$ cat src/rtl/sudoku_pkg.sv
// Shared sudoku definitions: grid geometry, key command encodings and grid typedef.
package sudoku_pkg;

    localparam int unsigned GRID_DIM   = 9;
    localparam int unsigned DIGIT_W    = 4;
    localparam int unsigned POS_W      = 4;
    localparam int unsigned NUM_CELLS  = GRID_DIM * GRID_DIM;
    localparam int unsigned CELL_IDX_W = 7;

    typedef enum logic [3:0] {
        KEY_UP    = 4'd0,
        KEY_DOWN  = 4'd1,
        KEY_LEFT  = 4'd2,
        KEY_RIGHT = 4'd3,
        KEY_ENTER = 4'd4,
        KEY_ERASE = 4'd5,
        KEY_CLEAR = 4'd6
    } key_code_e;

    // Low two bits of the movement key codes map directly onto this.
    typedef enum logic [1:0] {
        DIR_UP    = 2'd0,
        DIR_DOWN  = 2'd1,
        DIR_LEFT  = 2'd2,
        DIR_RIGHT = 2'd3
    } dir_e;

    typedef logic [DIGIT_W-1:0] digit_t;
    typedef logic [GRID_DIM-1:0][GRID_DIM-1:0][DIGIT_W-1:0] grid_t;

    function automatic logic is_digit(input digit_t v);
        return (v >= 4'd1) && (v <= 4'd9);
    endfunction

endpackage

$ cat src/rtl/guess_grid_ctrl_if.sv
// Key command / result handshake between the keypad front end and guess_grid_ctrl.
interface guess_grid_ctrl_if;
    import sudoku_pkg::*;

    logic         key_valid;
    logic [3:0]   key_code;
    digit_t       user_value;
    logic         busy;
    logic         write_ack;
    logic         reject;

    modport master (
        output key_valid, key_code, user_value,
        input  busy, write_ack, reject
    );

    modport slave (
        input  key_valid, key_code, user_value,
        output busy, write_ack, reject
    );

endinterface

$ cat src/rtl/guess_grid_ctrl_cursor_ctrl.sv
// cursor_ctrl: cursor position register with wrap-around on a 9x9 grid.
module cursor_ctrl
    import sudoku_pkg::*;
(
    input  logic             clock,
    input  logic             reset_n,
    input  logic             move_en,
    input  dir_e             dir,
    output logic [POS_W-1:0] cursor_row,
    output logic [POS_W-1:0] cursor_col
);

    localparam logic [POS_W-1:0] POS_MAX = POS_W'(GRID_DIM - 1);

    logic [POS_W-1:0] row_d;
    logic [POS_W-1:0] col_d;

    // Next position with wrap at both edges.
    always_comb begin
        row_d = cursor_row;
        col_d = cursor_col;
        if (move_en) begin
            case (dir)
                DIR_UP:    row_d = (cursor_row == '0)     ? POS_MAX : cursor_row - 4'd1;
                DIR_DOWN:  row_d = (cursor_row == POS_MAX) ? '0     : cursor_row + 4'd1;
                DIR_LEFT:  col_d = (cursor_col == '0)     ? POS_MAX : cursor_col - 4'd1;
                DIR_RIGHT: col_d = (cursor_col == POS_MAX) ? '0     : cursor_col + 4'd1;
            endcase
        end
    end

    always_ff @(posedge clock or negedge reset_n) begin
        if (!reset_n) begin
            cursor_row <= '0;
            cursor_col <= '0;
        end else begin
            cursor_row <= row_d;
            cursor_col <= col_d;
        end
    end

endmodule

$ cat src/rtl/guess_grid_ctrl.sv
// guess_grid_ctrl: player guess grid storage, key command FSM and clear-all sweep.
// Optional LOCK_GIVENS_EN makes cells holding a puzzle given read-only.
module guess_grid_ctrl
    import sudoku_pkg::*;
#(
    parameter int unsigned CELLS_PER_CYCLE = 1
) (
    input  logic             clock,
    input  logic             reset_n,
    guess_grid_ctrl_if.slave bus,
    input  grid_t            initial_grid,
    output grid_t            guess_grid,
    output logic [POS_W-1:0] cursor_row,
    output logic [POS_W-1:0] cursor_col
);

    localparam logic [0:0] ST_IDLE  = 1'b0;
    localparam logic [0:0] ST_CLEAR = 1'b1;

    localparam logic [CELL_IDX_W-1:0] STEP     = CELL_IDX_W'(CELLS_PER_CYCLE);
    localparam logic [CELL_IDX_W-1:0] LAST_IDX = CELL_IDX_W'(NUM_CELLS - CELLS_PER_CYCLE);

    logic [0:0]            state_q, state_d;
    logic [CELL_IDX_W-1:0] idx_q, idx_d;
    grid_t                 grid_q, grid_d;
    logic                  ack_q, ack_d;
    logic                  rej_q, rej_d;
    logic                  busy_q;
    logic                  move_en;
    logic                  cell_wr;
    digit_t                wr_value;
    logic                  cur_given;

`ifdef LOCK_GIVENS_EN
    // A cell is locked when the puzzle supplies a given there.
    always_comb begin
        cur_given = 1'b0;
        for (int unsigned r = 0; r < GRID_DIM; r++) begin
            for (int unsigned c = 0; c < GRID_DIM; c++) begin
                if (POS_W'(r) == cursor_row && POS_W'(c) == cursor_col &&
                    initial_grid[r][c] != '0)
                    cur_given = 1'b1;
            end
        end
    end
`else
    logic unused_initial_grid;
    assign unused_initial_grid = ^initial_grid;
    assign cur_given           = 1'b0;
`endif

    cursor_ctrl u_cursor_ctrl (
        .clock      (clock),
        .reset_n    (reset_n),
        .move_en    (move_en),
        .dir        (dir_e'(bus.key_code[1:0])),
        .cursor_row (cursor_row),
        .cursor_col (cursor_col)
    );

    // Next-state, grid update and result pulses.
    always_comb begin
        state_d  = state_q;
        idx_d    = idx_q;
        grid_d   = grid_q;
        ack_d    = 1'b0;
        rej_d    = 1'b0;
        move_en  = 1'b0;
        cell_wr  = 1'b0;
        wr_value = '0;

        case (state_q)
            ST_IDLE: begin
                if (bus.key_valid) begin
                    case (key_code_e'(bus.key_code))
                        KEY_UP, KEY_DOWN, KEY_LEFT, KEY_RIGHT: move_en = 1'b1;
                        KEY_ENTER: begin
                            if (is_digit(bus.user_value) && !cur_given) begin
                                cell_wr  = 1'b1;
                                wr_value = bus.user_value;
                                ack_d    = 1'b1;
                            end else begin
                                rej_d = 1'b1;
                            end
                        end
                        KEY_ERASE: begin
                            if (!cur_given) begin
                                cell_wr = 1'b1;
                                ack_d   = 1'b1;
                            end else begin
                                rej_d = 1'b1;
                            end
                        end
                        KEY_CLEAR: begin
                            state_d = ST_CLEAR;
                            idx_d   = '0;
                        end
                        default: ;
                    endcase
                end
            end
            ST_CLEAR: begin
                // Zero this cycle's row-major chunk, givens included.
                for (int unsigned r = 0; r < GRID_DIM; r++) begin
                    for (int unsigned c = 0; c < GRID_DIM; c++) begin
                        if (CELL_IDX_W'(r * GRID_DIM + c) >= idx_q &&
                            CELL_IDX_W'(r * GRID_DIM + c) < idx_q + STEP)
                            grid_d[r][c] = '0;
                    end
                end
                if (idx_q == LAST_IDX) begin
                    state_d = ST_IDLE;
                    idx_d   = '0;
                end else begin
                    idx_d = idx_q + STEP;
                end
            end
            default: state_d = ST_IDLE;
        endcase

        if (cell_wr) begin
            for (int unsigned r = 0; r < GRID_DIM; r++) begin
                for (int unsigned c = 0; c < GRID_DIM; c++) begin
                    if (POS_W'(r) == cursor_row && POS_W'(c) == cursor_col)
                        grid_d[r][c] = wr_value;
                end
            end
        end

        // Acknowledge the sweep during its last CLEAR cycle.
        if (state_d == ST_CLEAR && idx_d == LAST_IDX)
            ack_d = 1'b1;
    end

    always_ff @(posedge clock or negedge reset_n) begin
        if (!reset_n) begin
            state_q <= ST_IDLE;
            idx_q   <= '0;
            grid_q  <= '0;
            ack_q   <= 1'b0;
            rej_q   <= 1'b0;
            busy_q  <= 1'b0;
        end else begin
            state_q <= state_d;
            idx_q   <= idx_d;
            grid_q  <= grid_d;
            ack_q   <= ack_d;
            rej_q   <= rej_d;
            busy_q  <= (state_d == ST_CLEAR);
        end
    end

    assign guess_grid    = grid_q;
    assign bus.busy      = busy_q;
    assign bus.write_ack = ack_q;
    assign bus.reject    = rej_q;

endmodule

$ cat src/flat_wrapper.sv
// flat-port wrapper written by rule: the top's interface ports become plain ports
module guess_grid_ctrl_flat import sudoku_pkg::*;
#(
    parameter int unsigned CELLS_PER_CYCLE = 1
)
  (clock, reset_n, initial_grid, guess_grid, cursor_row, cursor_col, bus_key_valid, bus_key_code, bus_user_value, bus_busy, bus_write_ack, bus_reject);
  guess_grid_ctrl_if bus_i ();
  input  logic clock;
  input  logic reset_n;
  input  grid_t initial_grid;
  output grid_t guess_grid;
  output logic [POS_W-1:0] cursor_row;
  output logic [POS_W-1:0] cursor_col;
  input wire logic [$bits(bus_i.key_valid)-1:0] bus_key_valid;
  input wire logic [$bits(bus_i.key_code)-1:0] bus_key_code;
  input wire logic [$bits(bus_i.user_value)-1:0] bus_user_value;
  output wire logic [$bits(bus_i.busy)-1:0] bus_busy;
  output wire logic [$bits(bus_i.write_ack)-1:0] bus_write_ack;
  output wire logic [$bits(bus_i.reject)-1:0] bus_reject;
  assign bus_i.key_valid = bus_key_valid;
  assign bus_i.key_code = bus_key_code;
  assign bus_i.user_value = bus_user_value;
  assign bus_busy = bus_i.busy;
  assign bus_write_ack = bus_i.write_ack;
  assign bus_reject = bus_i.reject;
  guess_grid_ctrl #(.CELLS_PER_CYCLE(CELLS_PER_CYCLE)) u_core (.clock(clock), .reset_n(reset_n), .bus(bus_i), .initial_grid(initial_grid), .guess_grid(guess_grid), .cursor_row(cursor_row), .cursor_col(cursor_col));
endmodule
$ cat config.mk
export PLATFORM = sky130hd
export DESIGN_NAME = guess_grid_ctrl_flat
export DESIGN_NICKNAME = d
export VERILOG_FILES = /design/src/rtl/sudoku_pkg.sv /design/src/rtl/guess_grid_ctrl_if.sv /design/src/rtl/guess_grid_ctrl_cursor_ctrl.sv /design/src/rtl/guess_grid_ctrl.sv /design/src/flat_wrapper.sv
export SDC_FILE = /design/constraint.sdc
export NUM_CORES = 1
export LEC_CHECK = 0
export ABC_AREA = 1
export CAP_MARGIN = 20
export CELL_PAD_IN_SITES_DETAIL_PLACEMENT = 0
export CELL_PAD_IN_SITES_GLOBAL_PLACEMENT = 1
export CORE_MARGIN = 2
export CORE_UTILIZATION = 28
export CTS_CLUSTER_SIZE = 20
export DETAILED_ROUTE_END_ITERATION = 7
export PLACE_DENSITY_LB_ADDON = 0.1
export SETUP_SLACK_MARGIN = 0.15
export SKIP_CTS_REPAIR_TIMING = 1
export SLEW_MARGIN = 20
export SYNTH_ARGS = -nofsm -noshare
export SYNTH_HDL_FRONTEND = slang
export SYNTH_HIERARCHICAL = 1
export SYNTH_SLANG_ARGS = --single-unit
$ cat constraint.sdc
create_clock -name clock -period 2 [get_ports clock]
set_input_delay 0.3 -clock clock [delete_from_list [all_inputs] [get_ports clock]]
set_output_delay 0.3 -clock clock [all_outputs]
set_load 0.01 [all_outputs]
==> flow_summary_export.csv <==
group,metric,value,unit
hold_path,hp-class,"in2async",
worst_setup_path,cp-end-kind,"register",
sta,rsz0062_at_grt,"true",
synth,synthFlopType,"dfrtp_1",
sta,fin_ws,-247,ps
synth,synthCells,2632,
placement,dpl_worst_slack,-697,ps
sta,relSlewSlack,59.2,%
global_route,track_usage,26.2,%
floorplan,core,64500,µm²
worst_setup_path,startpoint_type,"register",
sta,finalCritPeriodShare,112,%
placement,gp_congestion,0.965,
floorplan,die-area,67200,µm²
clock_network,cts_buffer_depth,3,
worst_setup_path,criticalPathCategory,"reg2reg",
detailed_routing,vias_per_cell,4.69,
global_route,grt_max_degree,55,
worst_setup_path,path_max_fanout,7,
sta,skew,19.3,ps
sta,tightest_slew,609,ps
clock_network,cts_buffers,42,
detailed_routing,detail_route.wirelength,89.9,mm
global_route,grt_pass1_wl,130,mm
placement,dp_cells,4173,
run_status,violations,"setup timing",
placement,dp_hpwl,69.9,mm
pwr,power,15000,µW
floorplan,io_pins,670,
sta,whs,270,ps
synth,synth_top_area_share,46.9,%
clock_network,cts_tree,"yes",
final_layout,layout_commonest_cell,"nand2_1",
pwr,powerDensity,517,nW/µm²
synth,syn_area,18200,µm²
final_layout,fillers,6544,
synth,synth.area.top_cells,"dfrtp_1, nand2_1, inv_1",
final_layout,num_antenna_cells,0,
global_route,gr-total-overflow,0,
clock_network,clkLatencyLatePin,570,ps
synth,synth_edf_count,0,
final_layout,drive_gt1_share,22.3,%
synth,synth_seq_cells,342,
detailed_routing,first_pass_iters,5,
synth,yosysTopAreaCell,"dfrtp_1",
detailed_routing,initialDrtViolationCount,1324,
final_layout,area_growth,58.6,%
global_route,antenna_found_initial,0,
sta,finalSetupViolCount,314,
floorplan,start_util,28.3,%
detailed_routing,postRouteAntennaNets,0,
sta,hold_viol_final,0,
clock_network,root_buffer,"clkbuf_16",
synth,yosys_warnings,6,
final_layout,nNetsFinal,3723,
sta,max_freq,445,MHz
floorplan,die_w,259,µm
placement,io_buffer_count,345,
synth,avgSynthCellArea,6.93,µm²
synth,syn_nets,2975,
synth,async_flop_share,100,%
clock_network,path_clk_slew,60,ps
worst_setup_path,arrival,2750,ps
pwr,peakVddDrop,458,µV
clock_network,cts_sinks,342,
run,drv_cap,0,
sta,finalCriticalPeriod,2250,ps
final_layout,final_cell_mix,"nand2_1, clkdlybuf4s50_1, dfrtp_1",
pwr,leakage,0.0157,µW
synth,yosys.cell_types.count,40,
floorplan,rows,93,
floorplan,die_h,259,µm
final_layout,stdcell_count,4263,
global_route,grt_pass1_vias,19300,
synth,synth_seq_area_share,46.9,%
worst_setup_path,required,2500,ps
sta,finalMaxSlewViolations,0,
detailed_routing,route.detailed.drc,0,
run_status,status,"finished, violations left",
detailed_routing,wl_per_cell,21.1,µm
clock_network,h-tree-depth,2,
sta,setup-tns-final,-38210,ps
detailed_routing,vias,20000,
-- registers in the layout, summed over array words and instances (netlist names) --
name / cells
u_core/u_cursor_ctrl/cursor_col: 4
u_core/guess_grid: 324
u_core/u_cursor_ctrl/cursor_row: 4
u_core/idx_q: 7
u_core/bus.busy: 1
u_core/bus.write_ack: 1
u_core/bus.reject: 1
-- power by group --
part | switching, µW | internal, µW | leakage, µW
Clock | 3070 | 4710 | 0.000672
Combinational | 195 | 75.0 | 0.0103
Sequential | 0 | 6920 | 0.00473
Total | 3270 | 11700 | 0.0157
-- metal layers --
| layer | up-vias | wire (µm) | GRT usage (%) |
|---|---|---|---|
| met3 | 130 | 4860 | 4.08 |
| met4 | 0 | 2590 | 6.88 |
| met2 | 615 | 42800 | 44.1 |
| met5 | - | 0 | 0 |
| li1 | 9569 | - | - |
| met1 | 9676 | 39600 | 35.0 |
-- metrics by stage --
stage | area, µm² | utilization, %
2_1_floorplan | 18300 | -
3_3_place_gp | 26000 | 40.4
3_5_place_dp | 26000 | 40.4
4_1_cts | 27400 | 42.5
5_1_grt | 28900 | 44.9
6_report | 28900 | 44.9
-- area by class of cell --
| type | instances | area (µm²) | area share, % |
|---|---|---|---|
| Sequential cell | 342 | 8560 | 29.6 |
| Clock inverter | 9 | 149 | 0.515 |
| Clock buffer | 63 | 1220 | 4.22 |
| Timing Repair Buffer | 761 | 7340 | 25.4 |
| Multi-Input combinational cell | 1866 | 9190 | 31.8 |
| Tap cell | 855 | 1070 | 3.70 |
| Inverter | 367 | 1400 | 4.82 |
-- cell families (layout without fill, tap and decap cells) --
| group | after synthesis | count (layout) | synth area share (%) |
|---|---|---|---|
| and+or+nand+nor | 1679 | 1679 | 37.4 |
| buffers and inverters | 424 | 1200 | 9.62 |
| DFF | 342 | 342 | 46.9 |
| AOI/OAI and AO/OA | 179 | 179 | 5.51 |
| adders and majority gates | 8 | 8 | 0.549 |
-- path summary, 6_finish.rpt --
path                                                    end  cells past startpoint                            start  slack, ps
setup / recovery            u_core/guess_grid[40]$_DFF_PN0_                     13        u_core/idx_q[1]$_DFF_PN0_       -250
hold / removal             u_core/guess_grid[267]$_DFF_PN0_                      2                          reset_n        270
setup reg to reg            u_core/guess_grid[40]$_DFF_PN0_                     13        u_core/idx_q[1]$_DFF_PN0_       -250
hold reg to reg             u_core/guess_grid[12]$_DFF_PN0_                      2  u_core/guess_grid[12]$_DFF_PN0_        510
max in group asynchronous  u_core/guess_grid[307]$_DFF_PN0_                      3                          reset_n        970
min in group clock              u_core/bus.reject$_DFF_PN0_                      4                    bus_key_valid        500
-- synth_stat cells, types with 2 or more instances --
library cell and instances:
nand2_4 3, buf_2 26, o21ai_0 82, nand2_1 1253
inv_1 345, ha_1 8, nor3_2 3, nand3_2 5
a211oi_1 2, buf_6 16, nand3_1 215, o221ai_1 3
nor2_4 3, nand2_2 10, inv_2 12, a31oi_1 4
o211ai_1 5, dfrtp_1 342, clkinv_1 8, a21oi_1 31
nor3_4 4, clkbuf_1 13, nor3_1 19, nor2_1 140
o22ai_1 2, nand3b_1 2, nor2_2 5, o21ai_1 22
o21bai_1 24, nand4_1 15
-- critical path, cell delays in order (launching register included) --
cell,delay (ps)
dfrtp_1,420
buf_6,150
buf_12,120
nand3_4,130
o21ai_4,200
nand2_4,80
buf_12,140
nor2_4,180
buf_12,170
nand3_2,160
nand3_1,160
buf_4,160
nand2_1,50
nand2_1,50
Power figures use the tool's default switching activity.
